## src/rtl/addsub_arb_pkg.sv

```systemverilog
// Shared constants, widths and stage bundle shapes for addsub_arbiter.
// Optional signed-overflow output is enabled by ADDSUB_ARB_OVF_EN.
package addsub_arb_pkg;

  localparam logic MODE_ADD = 1'b1;
  localparam logic MODE_SUB = 1'b0;

  localparam int NREQ_DEF = 4;
  localparam int W_DEF    = 4;

  function automatic int id_w(input int n);
    return (n > 1) ? $clog2(n) : 1;
  endfunction

  localparam int ID_DEF = id_w(NREQ_DEF);

  typedef struct packed {
    logic              v;
    logic [ID_DEF-1:0] id;
    logic              m;
    logic [W_DEF-1:0]  a;
    logic [W_DEF-1:0]  b;
  } s1_t;

  typedef struct packed {
    logic              v;
    logic [ID_DEF-1:0] id;
`ifdef ADDSUB_ARB_OVF_EN
    logic              ovf;
`endif
    logic              c_out;
    logic [W_DEF-1:0]  sum;
  } s2_t;

endpackage

```

## src/rtl/addsub_unit.sv

```systemverilog
// Combinational W-bit add/subtract with carry-out.
// ADDSUB_ARB_OVF_EN adds a signed-overflow output.
module addsub_unit
  import addsub_arb_pkg::*;
#(
  parameter int W = W_DEF
) (
  input  logic [W-1:0] a,
  input  logic [W-1:0] b,
  input  logic         m,
  output logic [W-1:0] sum,
`ifdef ADDSUB_ARB_OVF_EN
  output logic         ovf,
`endif
  output logic         c_out
);

  logic [W-1:0] b_eff;
  logic [W:0]   full;

  always_comb begin
    b_eff = (m == MODE_ADD) ? b : ~b;
    full  = {1'b0, a} + {1'b0, b_eff}
          + {{W{1'b0}}, (m == MODE_SUB)};
  end

  assign sum   = full[W-1:0];
  assign c_out = full[W];

`ifdef ADDSUB_ARB_OVF_EN
  assign ovf = (a[W-1] == b_eff[W-1])
             & (sum[W-1] != a[W-1]);
`endif

endmodule

```

## src/rtl/addsub_arbiter.sv

```systemverilog
// Round-robin shared add/sub with a two-stage pipeline and tagged response.
// ADDSUB_ARB_OVF_EN adds the rsp_ovf output.
module addsub_arbiter
  import addsub_arb_pkg::*;
#(
  parameter int NREQ = NREQ_DEF,
  parameter int W    = W_DEF
) (
  input  logic                  clk,
  input  logic                  rst,
  input  logic [NREQ-1:0]       req_valid,
  output logic [NREQ-1:0]       req_ready,
  input  logic [NREQ*W-1:0]     req_a,
  input  logic [NREQ*W-1:0]     req_b,
  input  logic [NREQ-1:0]       req_m,
  output logic                  rsp_valid,
  input  logic                  rsp_ready,
  output logic [id_w(NREQ)-1:0] rsp_id,
  output logic [W-1:0]          rsp_sum,
`ifdef ADDSUB_ARB_OVF_EN
  output logic                  rsp_ovf,
`endif
  output logic                  rsp_c_out
);

  localparam int IW = id_w(NREQ);

  typedef struct packed {
    logic          v;
    logic [IW-1:0] id;
    logic          m;
    logic [W-1:0]  a;
    logic [W-1:0]  b;
  } stg1_t;

  typedef struct packed {
    logic          v;
    logic [IW-1:0] id;
`ifdef ADDSUB_ARB_OVF_EN
    logic          ovf;
`endif
    logic          c_out;
    logic [W-1:0]  sum;
  } stg2_t;

  stg1_t s1_q, s1_d;
  stg2_t s2_q, s2_d;
  logic [IW-1:0] ptr_q, ptr_d;

  logic            gnt_found;
  logic [IW-1:0]   gnt_id;
  logic [NREQ-1:0] gnt;
  logic            s1_adv, s2_adv;
  logic            rdy_en, accept;

  logic [W-1:0] u_sum;
  logic         u_c;
`ifdef ADDSUB_ARB_OVF_EN
  logic         u_ovf;
`endif

  addsub_unit #(.W(W)) u_alu (
    .a     (s1_q.a),
    .b     (s1_q.b),
    .m     (s1_q.m),
    .sum   (u_sum),
`ifdef ADDSUB_ARB_OVF_EN
    .ovf   (u_ovf),
`endif
    .c_out (u_c)
  );

  // Grant search depends only on req_valid and ptr, never on ready.
  always_comb begin
    gnt_found = 1'b0;
    gnt_id    = '0;
    gnt       = '0;
    for (int k = 0; k < NREQ; k++) begin
      if (!gnt_found && req_valid[(int'(ptr_q) + k) % NREQ]) begin
        gnt_found = 1'b1;
        gnt_id    = IW'((int'(ptr_q) + k) % NREQ);
      end
    end
    if (gnt_found) gnt[gnt_id] = 1'b1;
  end

  always_comb begin
    s2_adv    = !s2_q.v | rsp_ready;
    s1_adv    = !s1_q.v | s2_adv;
    rdy_en    = s1_adv & !rst;
    req_ready = gnt & {NREQ{rdy_en}};
    accept    = gnt_found & rdy_en;

    ptr_d = ptr_q;
    if (accept) begin
      ptr_d = (gnt_id == IW'(NREQ - 1)) ? '0 : gnt_id + 1'b1;
    end

    s1_d = s1_q;
    if (s1_adv) begin
      s1_d.v  = accept;
      s1_d.id = gnt_id;
      s1_d.m  = req_m[gnt_id];
      s1_d.a  = req_a[int'(gnt_id)*W +: W];
      s1_d.b  = req_b[int'(gnt_id)*W +: W];
    end

    s2_d = s2_q;
    if (s2_adv) begin
      s2_d.v     = s1_q.v;
      s2_d.id    = s1_q.id;
      s2_d.sum   = u_sum;
      s2_d.c_out = u_c;
`ifdef ADDSUB_ARB_OVF_EN
      s2_d.ovf   = u_ovf;
`endif
    end
  end

  always_ff @(posedge clk) begin
    if (rst) begin
      s1_q  <= '0;
      s2_q  <= '0;
      ptr_q <= '0;
    end else begin
      s1_q  <= s1_d;
      s2_q  <= s2_d;
      ptr_q <= ptr_d;
    end
  end

  assign rsp_valid = s2_q.v;
  assign rsp_id    = s2_q.id;
  assign rsp_sum   = s2_q.sum;
  assign rsp_c_out = s2_q.c_out;
`ifdef ADDSUB_ARB_OVF_EN
  assign rsp_ovf   = s2_q.ovf;
`endif

endmodule

```

## config.mk

```make
export PLATFORM = sky130hd
export DESIGN_NAME = addsub_arbiter
export DESIGN_NICKNAME = d
export VERILOG_FILES = /design/src/rtl/addsub_arb_pkg.sv /design/src/rtl/addsub_unit.sv /design/src/rtl/addsub_arbiter.sv
export SDC_FILE = /design/constraint.sdc
export NUM_CORES = 1
export LEC_CHECK = 0
export ABC_AREA = 1
export CAP_MARGIN = 20
export CORE_ASPECT_RATIO = 0.5
export CORE_UTILIZATION = 67
export DETAILED_ROUTE_END_ITERATION = 7
export DONT_BUFFER_PORTS = 1
export GPL_TIMING_DRIVEN = 0
export PLACE_DENSITY_LB_ADDON = 0.1
export SYNTH_ARGS = -nofsm -noshare
export SYNTH_HDL_FRONTEND = slang
export SYNTH_SLANG_ARGS = --single-unit
export TNS_END_PERCENT = 50
```

## constraint.sdc

```tcl
create_clock -name clk -period 4.35 [get_ports clk]
set_input_delay 0.6525 -clock clk [delete_from_list [all_inputs] [get_ports clk]]
set_output_delay 0.6525 -clock clk [all_outputs]
set_load 0.02 [all_outputs]
```

==> results summary, run 1 <==
After global routing, the most crowded layer is met2. TritonCTS built the clock tree. The number of buffers created by CTS is 3. Setup total negative slack on the finished layout was measured at 0 ns.

The average cell area after synthesis came out at 6.09 um^2. The endpoint identified for the worst register-to-register timing path is ptr_q[1]$_SDFFE_PP0P_. The portion of synthesized cell area occupied by the leading cell type is 24.4%.

Data on the critical path is required at its endpoint by 3.70 ns. The tree is rooted in a sky130_fd_sc_hd__clkbuf_8. The synthesized design spends more area on one cell type than any other, namely sky130_fd_sc_hd__dfxtp_1. The detailed router's first-iteration violation count came out at 117.

The post-synthesis sequential area ratio is 24.4%. The path depth of the worst reg2reg path came out at 13. The antenna diode count came out at 0. The total power of the final layout is 1.87 mW. The worst-skew pair later-pin latency came out at 0.26 ns.

The area added between synthesis and finish is 5.48%. The total number of yosys warnings came out at 0. The number of antenna violations at the first check in global routing came out at 0. The wire length of the first global-routing pass is 6.30 mm.

The power per standard cell area is 983 nW/um^2. The critical-path maximum fanout is 11. Dividing the detail-routed wire length by the instance count gives 12.2 um.

The signal on the critical path passes through inv_2 > nand2_1 > nand2_1 > nand2_2 > nand2_2 > nor2_4 > nand4_1 > nand3_1 > buf_4 > ha_1 > inv_1 > nor2_1. The via-per-instance ratio came out at 5.33. The deepest clock path buffer count is 2. The count of buffers added by post-CTS timing repair for setup is 0. The number of buffers inserted for hold repair after clock tree synthesis came out at 0. Yosys mapped a number of flops with a built-in enable equal to 0. The global router's overall resource usage came out at 29.2%.

The kind of path behind the tightest hold check is flip-flop to flip-flop. The switching power came out at 1.02 mW. The final net count came out at 350.

The minimum clock period after layout came out at 2.91 ns. The worst setup path is launched from a flip-flop. The switching share of total power is 54.4%.

The number of DRC violations after detailed routing came out at 0. The largest net degree at the start of global routing came out at 13. The number of max-cap violations came out at 0.

The post-synthesis sequential element count is 22. The first-pass iteration count of the detailed router came out at 4. The final wirelength came out at 4.08 mm.

The worst setup path is captured at an output pin. The clock power share is 7.8%. The share of final-layout standard cells stronger than drive strength 1 came out at 13.7%. The final global-route overflow total is 0. The routability congestion estimate is 0.877. The number of hold violations in the final report is 0.

The largest vdd supply drop is 655 uV. The met1 track utilization from global routing came out at 38.3%. Internal power comes to 0.853 mW. The period utilization is 66.9%. Hold timing on the final database bottoms out at a slack of 0.478 ns. The leakage power summed over all cells came out at 1.11 nW. The count of pins over their slew limit came out at 0. The die outline area came out at 2910 um^2. The via count of the routed design came out at 1787. The starting utilization of the core area came out at 76.0%. The worst register-to-register path begins at ptr_q[1]$_SDFFE_PP0P_.

The setup path with the least slack is of type flip-flop to output pin. The number of global-route vias before repair is 1466. The critical path data arrival time is 2.26 ns.

The run finished with clean final reports. The number of placement rows is 12. The slack of the worst reg-to-reg path came out at 2.22 ns. The post-synthesis cell count came out at 296. CTS built an H-tree with a depth of 1. Setup repair after global routing left no endpoint under its margin.

The maximum frequency from static timing analysis came out at 343 MHz. The most frequently used flop master after synthesis is sky130_fd_sc_hd__dfxtp_1. The clock transition at the registers of the reported paths came out at 0.08 ns. Yosys instantiated no cell more often than sky130_fd_sc_hd__inv_1. The final setup violation count came out at 0. The detailed placer's ending HPWL is 3.19 mm. The depth of the worst hold-timing path came out at 2.

The relative slew slack is 58.0%. The die is 75.4 um wide. The number of sinks on the clock net is 22. At the pin with the least slew margin, the transition time is 0.625 ns.

After synthesis the cells add up to 1800 um^2. The number of input and output port buffers inserted is 0. For this design, the slowest cell found on the critical path is sky130_fd_sc_hd__dfxtp_1. The detail route stage leaves a number of antenna-violating nets equal to 0.

The portion of total power attributed to combinational logic is 72.5%. The quantity of gates resized following cts came out at 0. The core area is 2370 um^2.

In this run the most critical hold path is launched from s1_q[11]$_SDFFE_PP0N_. The path with the worst hold slack has its endpoint at rsp_valid$_SDFFE_PP0P_. The net count after synthesis is 345. The commonest cells after synthesis are 69 x sky130_fd_sc_hd__inv_1, 52 x sky130_fd_sc_hd__nand3_1, 50 x sky130_fd_sc_hd__nand2_1. The number of ports placed on the die boundary came out at 55. The post-route clock skew is 0.00358 ns.

The unique cell type count in the Yosys netlist is 29. Ranked by total cell area, the synthesized netlist is headed by sky130_fd_sc_hd__dfxtp_1 24%, sky130_fd_sc_hd__nand3_1 14%, sky130_fd_sc_hd__inv_1 14%. The sequential group share of total power came out at 19.7%. In the global route stage, met3 resource usage came out at 4.69%.

On the worst path, the slowest cell contributes a delay of 0.45 ns. The global routing met2 resource utilization came out at 51.3%. The proportion of synthesized flip-flops having asynchronous set or reset came out at 0%. Cells fill 80.2% of the core in the end. The height of the die is 38.7 um.
==> layer usage <==
| layer | vias to the layer above | wire length (um) | part of all wire [%] |
|---|---|---|---|
| li1 | 916 | - | - |
| met2 | 72 | 1880 | 46 |
| met5 | - | 0 | 0 |
| met3 | 2 | 287 | 7.0 |
| met4 | 0 | 10 | 0.24 |
| met1 | 797 | 1900 | 47 |
==> worst max-delay path: cells and delay by family, from the launching register on <==
family | cells | cell delay, ns
simple gates | 8 | 1.01
fa+ha+maj | 1 | 0.17
flops | 1 | 0.45
buf+inv | 3 | 0.37
==> placed cells by master (no fill, tap or decap), drive strengths merged, types with 2 or more instances in the layout <==
cell	netlist	layout
a21oi	12	12
buf	7	7
clkbuf	3	7
dfxtp	22	22
ha	5	5
inv	71	71
nand2	71	71
nand3	55	55
nor2	24	24
o21ai	15	15
xnor2	2	2
xor2	3	3
==> state kept, by name, summed over array words and instances, names as in the netlist <==
| register | cells |
|---|---|
| s1_q | 12 |
| rsp_sum | 4 |
| ptr_q | 2 |
| rsp_id | 2 |
| rsp_c_out | 1 |
| rsp_valid | 1 |
==> logic make-up (layout without fill, tap and decap cells) <==
| group | Yosys count | after routing | share of synthesized area, % |
|---|---|---|---|
| fa+ha+maj | 6 | 6 | 4.58 |
| buf+inv | 81 | 85 | 18.6 |
| flops | 22 | 22 | 24.4 |
| simple gates | 153 | 153 | 41.5 |
| xor+xnor | 5 | 5 | 2.43 |
| compound gates | 29 | 29 | 8.47 |
==> how the worst max path moves through the flow <==
stage	from	end	slack (ns)	cells after the start
floorplan	req_valid[3]	req_ready[3]	1.74	13
global placement	req_valid[0]	req_ready[1]	1.63	10
detailed placement	req_valid[1]	req_ready[3]	1.61	13
CTS	ptr_q[1]$_SDFFE_PP0P_	req_ready[3]	1.47	14
global route	ptr_q[1]$_SDFFE_PP0P_	req_ready[2]	1.26	12
finish	ptr_q[1]$_SDFFE_PP0P_	req_ready[2]	1.44	12
==> through the flow <==
step / instance area, um^2 / std cells / setup slack, ns
2_1_floorplan: 1800 / 296 / 1.74
3_5_place_dp: 1850 / 331 / 1.61
4_1_cts: 1900 / 335 / 1.47
3_3_place_gp: 1850 / 331 / 1.63
6_report: 1900 / 335 / 1.44
5_1_grt: 1900 / 335 / 1.26
==> area by class of cell <==
cell class / count / area, um^2
Sequential cell: 22 / 440
Fill cell: 205 / 470
Inverter: 71 / 267
Clock buffer: 4 / 55.1
Buffer: 10 / 68.8
Multi-Input combinational cell: 193 / 1030
Tap cell: 35 / 43.8
==> power groups by stage <==
stage	logic [mW]	clock network, mW	registers, mW
floorplan	1.09	0	0.359
global placement	1.27	0	0.369
detailed placement	1.33	0	0.371
CTS	1.33	0.145	0.367
global route	1.52	0.152	0.379
finish	1.35	0.146	0.368
No activity file was read; power rests on OpenSTA's default activity.
==> run 2, diff against run 1 <==
--- a/config.mk
+++ b/config.mk
@@ -8,7 +8,7 @@
 export ABC_AREA = 1
 export CAP_MARGIN = 20
 export CORE_ASPECT_RATIO = 0.5
-export CORE_UTILIZATION = 67
+export CORE_UTILIZATION = 63
 export DETAILED_ROUTE_END_ITERATION = 7
 export DONT_BUFFER_PORTS = 1
 export GPL_TIMING_DRIVEN = 0
==> constraint.sdc (replaced) <==
create_clock -name clk -period 2.7 [get_ports clk]
set_input_delay 0.405 -clock clk [delete_from_list [all_inputs] [get_ports clk]]
set_output_delay 0.405 -clock clk [all_outputs]
set_load 0.02 [all_outputs]
==> results summary, run 2 (synthesis results as in run 1) <==
The H-tree depth reported by CTS came out at 1 (unchanged). The via-per-instance ratio was 5.24 (was 5.33). The deepest clock path buffer count is 2 (unchanged). The count of buffers added by post-CTS timing repair for setup is 0 (unchanged).

The relative slew slack was 58.5% (was 58.0%). The width of the die came out at 77.7 um (was 75.4 um). The number of ports placed on the die boundary came out at 55 (unchanged).

The first-pass iteration count of the detailed router came out at 4 (unchanged). The routed length per placed instance is 11.5 um (was 12.2 um). The cell at the root of the clock tree is sky130_fd_sc_hd__clkbuf_8 (unchanged). The post-route worst hold slack came out at 0.298 ns (was 0.478 ns). The data required time at the worst endpoint came out at 2.30 ns (was 3.70 ns). The number of sinks on the clock net is 22 (unchanged). The share of final-layout standard cells stronger than drive strength 1 is 14.0% (was 13.7%). The number of hold violations in the final report was 0 (unchanged). The largest vdd supply drop is 955 uV (was 655 uV). The transition time at the pin with the least slew margin was 0.618 ns (was 0.625 ns). The maximum frequency from static timing analysis is 381 MHz.

The starting utilization of the core area is 68.0% (was 76.0%). The post-route core utilization came out at 71.9% (was 80.2%). The number of DRC violations after detailed routing came out at 0 (unchanged). The final global-route overflow total came out at 0 (unchanged). The launching element type of the critical path is a flip-flop (unchanged). RSZ-0062 raised after global routing: yes (was no).

The number of antenna violations at the first check in global routing was 0 (unchanged). The critical-path maximum fanout is 10 (was 11). The via count of the routed design is 1762 (was 1787). Run status: completed (unchanged).

The kind of path behind the tightest hold check is primary input to flip-flop (was flip-flop to flip-flop). The largest net degree at the start of global routing is 12 (was 13). The number of nets with antenna violations after detailed routing came to 0 (unchanged). After layout, the minimum clock period comes to 2.62 ns. The number of max-cap violations came out at 0 (unchanged). The detailed placer's ending HPWL is 3.05 mm (was 3.19 mm). The slowest cell on the critical path was sky130_fd_sc_hd__nor3_1 (was sky130_fd_sc_hd__dfxtp_1). The number of global-route vias before repair is 1306 (was 1466). The number of placement rows is 13 (was 12). The total power of the final layout is 2.99 mW (was 1.87 mW).

The routability congestion estimate is 0.891 (was 0.877). The clock tree from TritonCTS is yes (unchanged). The height of the die came out at 39.8 um (was 38.7 um).

The type of element capturing the critical path is an output pin (unchanged). The final net count is 350 (unchanged). Critical-path cell list: buf_6 > nand2_2 > nand3_1 > nand2_1 > inv_1 > nand3_2 > nand2_4 > nand2_4 > buf_6 > nor3_1 (was inv_2 > nand2_1 > nand2_1 > nand2_2 > nand2_2 > nor2_4 > nand4_1 > nand3_1 > buf_4 > ha_1 > inv_1 > nor2_1). The power per standard cell area came to 1570 nW/um^2 (was 983 nW/um^2). The detailed router's first-iteration violation count is 101 (was 117). The most frequent standard cell in the layout excluding fill and tap cells is sky130_fd_sc_hd__inv_1 (unchanged). The number of input and output port buffers inserted was 0 (unchanged). The critical path start-end classification was flip-flop to output pin (unchanged). The delay of the slowest critical-path stage came out at 0.52 ns (was 0.45 ns).

The clock transition at the registers of the reported paths came to 0.07 ns (was 0.08 ns). The area added between synthesis and finish is 5.69% (was 5.48%). The critical path data arrival time was 2.22 ns (was 2.26 ns). The setup TNS came to 0 ns (unchanged). The worst-skew pair later-pin latency is 0.25 ns (was 0.26 ns).

The number of flip-flops in the largest register is 12 (unchanged). The number of buffers created by CTS came to 3 (unchanged). The final wirelength was 3.86 mm (was 4.08 mm). The wire length of the first global-routing pass came out at 5.60 mm (was 6.30 mm). The post-route clock skew is 0.000662 ns (was 0.00358 ns). The final setup violation count came out at 0 (unchanged).

The register bank with the most flops was s1_q (unchanged). The leakage power summed over all cells is 1.10 nW (was 1.11 nW). The number of buffers inserted for hold repair after clock tree synthesis came out at 0 (unchanged). The die outline area is 3090 um^2 (was 2910 um^2). The count of pins over their slew limit is 0 (unchanged).

The period utilization came out at 97.2%. Most used cells in the layout excluding fill and tap cells: 69 x sky130_fd_sc_hd__inv_1, 52 x sky130_fd_sc_hd__nand3_1, 50 x sky130_fd_sc_hd__nand2_1, 22 x sky130_fd_sc_hd__dfxtp_1 (was 69 x sky130_fd_sc_hd__inv_1, 52 x sky130_fd_sc_hd__nand3_1, 50 x sky130_fd_sc_hd__nand2_1, 22 x sky130_fd_sc_hd__dfxtp_1, 20 x sky130_fd_sc_hd__nor2_1). The antenna diode count came out at 0 (unchanged).

The core area is 2650 um^2 (was 2370 um^2). The global router's overall resource usage came out at 24.2% (was 29.2%).
==> run 2: final timing paths <==
| check | startpoint | end | slack [ns] | cells after the start |
|---|---|---|---|---|
| setup reg to reg | ptr_q[1]$_SDFFE_PP0P_ | ptr_q[1]$_SDFFE_PP0P_ | 0.57 | 13 |
| hold / removal | rst | s1_q[4]$_SDFFE_PP0N_ | 0.30 | 3 |
| hold reg to reg | s1_q[4]$_SDFFE_PP0N_ | rsp_sum[0]$_SDFFE_PP0P_ | 0.49 | 2 |
| setup / recovery | ptr_q[0]$_SDFFE_PP0P_ | req_ready[1] | 0.08 | 10 |
==> run 2: stage by stage <==
step	cells	cell area [um^2]	setup slack (ns)
2_1_floorplan	296	1800	0.543
3_3_place_gp	333	1850	0.396
3_5_place_dp	333	1850	0.331
4_1_cts	336	1890	0.0396
5_1_grt	336	1910	-0.0574
6_report	336	1910	0.0754
==> run 2: worst max-delay path: cells and delay by family, from the launching register on <==
family	cells	cell delay [ns]
DFF	1	0.40
buffers and inverters	3	0.45
and+or+nand+nor	7	1.10
==> run 2: what timing repair did <==
item / CTS / global route
endpoints found under the setup margin: 0 / 3
endpoints found under the hold margin: 0 / 0
resized for setup: 0 / 4
==> run 2: area by class of cell <==
| type | instances | area, um^2 |
|---|---|---|
| Buffer | 10 | 68.8 |
| Clock buffer | 3 | 41.3 |
| Fill cell | 250 | 746 |
| Inverter | 71 | 267 |
| Multi-Input combinational cell | 193 | 1040 |
| Sequential cell | 22 | 440 |
| Tap cell | 37 | 46.3 |
==> run 2: power by group <==
group          internal (mW)  switching (mW)
Combinational          0.794            1.40
Clock                 0.0993          0.0958
Sequential             0.461           0.138
Total                   1.35            1.63
==> run 2: routing by layer <==
metal  wire [um]  global-route usage, %  vias to the layer above
met4          34                   4.25                        0
met5           0                      0                        -
li1            -                      -                      914
met3         172                   4.65                        4
met2        1700                   42.0                       61
met1        1950                   32.1                      783
==> run 3, diff against run 2 <==
--- a/config.mk
+++ b/config.mk
@@ -8,7 +8,7 @@
 export ABC_AREA = 1
 export CAP_MARGIN = 20
 export CORE_ASPECT_RATIO = 0.5
-export CORE_UTILIZATION = 63
+export CORE_UTILIZATION = 67
 export DETAILED_ROUTE_END_ITERATION = 7
 export DONT_BUFFER_PORTS = 1
 export GPL_TIMING_DRIVEN = 0
==> constraint.sdc (replaced) <==
create_clock -name clk -period 3.1 [get_ports clk]
set_input_delay 0.465 -clock clk [delete_from_list [all_inputs] [get_ports clk]]
set_output_delay 0.465 -clock clk [all_outputs]
set_load 0.02 [all_outputs]
==> results of run 3 <==
The final DEF is identical to that of run 1. Status: completed.
Main changes from that run: setup slack after placement 1.61 ns -> 0.709 ns; setup slack after layout 1.44 ns -> 0.375 ns; hold slack 0.478 ns -> 0.387 ns; register-to-register setup slack 2.22 ns -> 0.97 ns; end point of the worst hold path rsp_valid$_SDFFE_PP0P_ -> s1_q[4]$_SDFFE_PP0N_; total power 1.87 mW -> 2.62 mW; worst IR drop on VDD 655 uV -> 920 uV
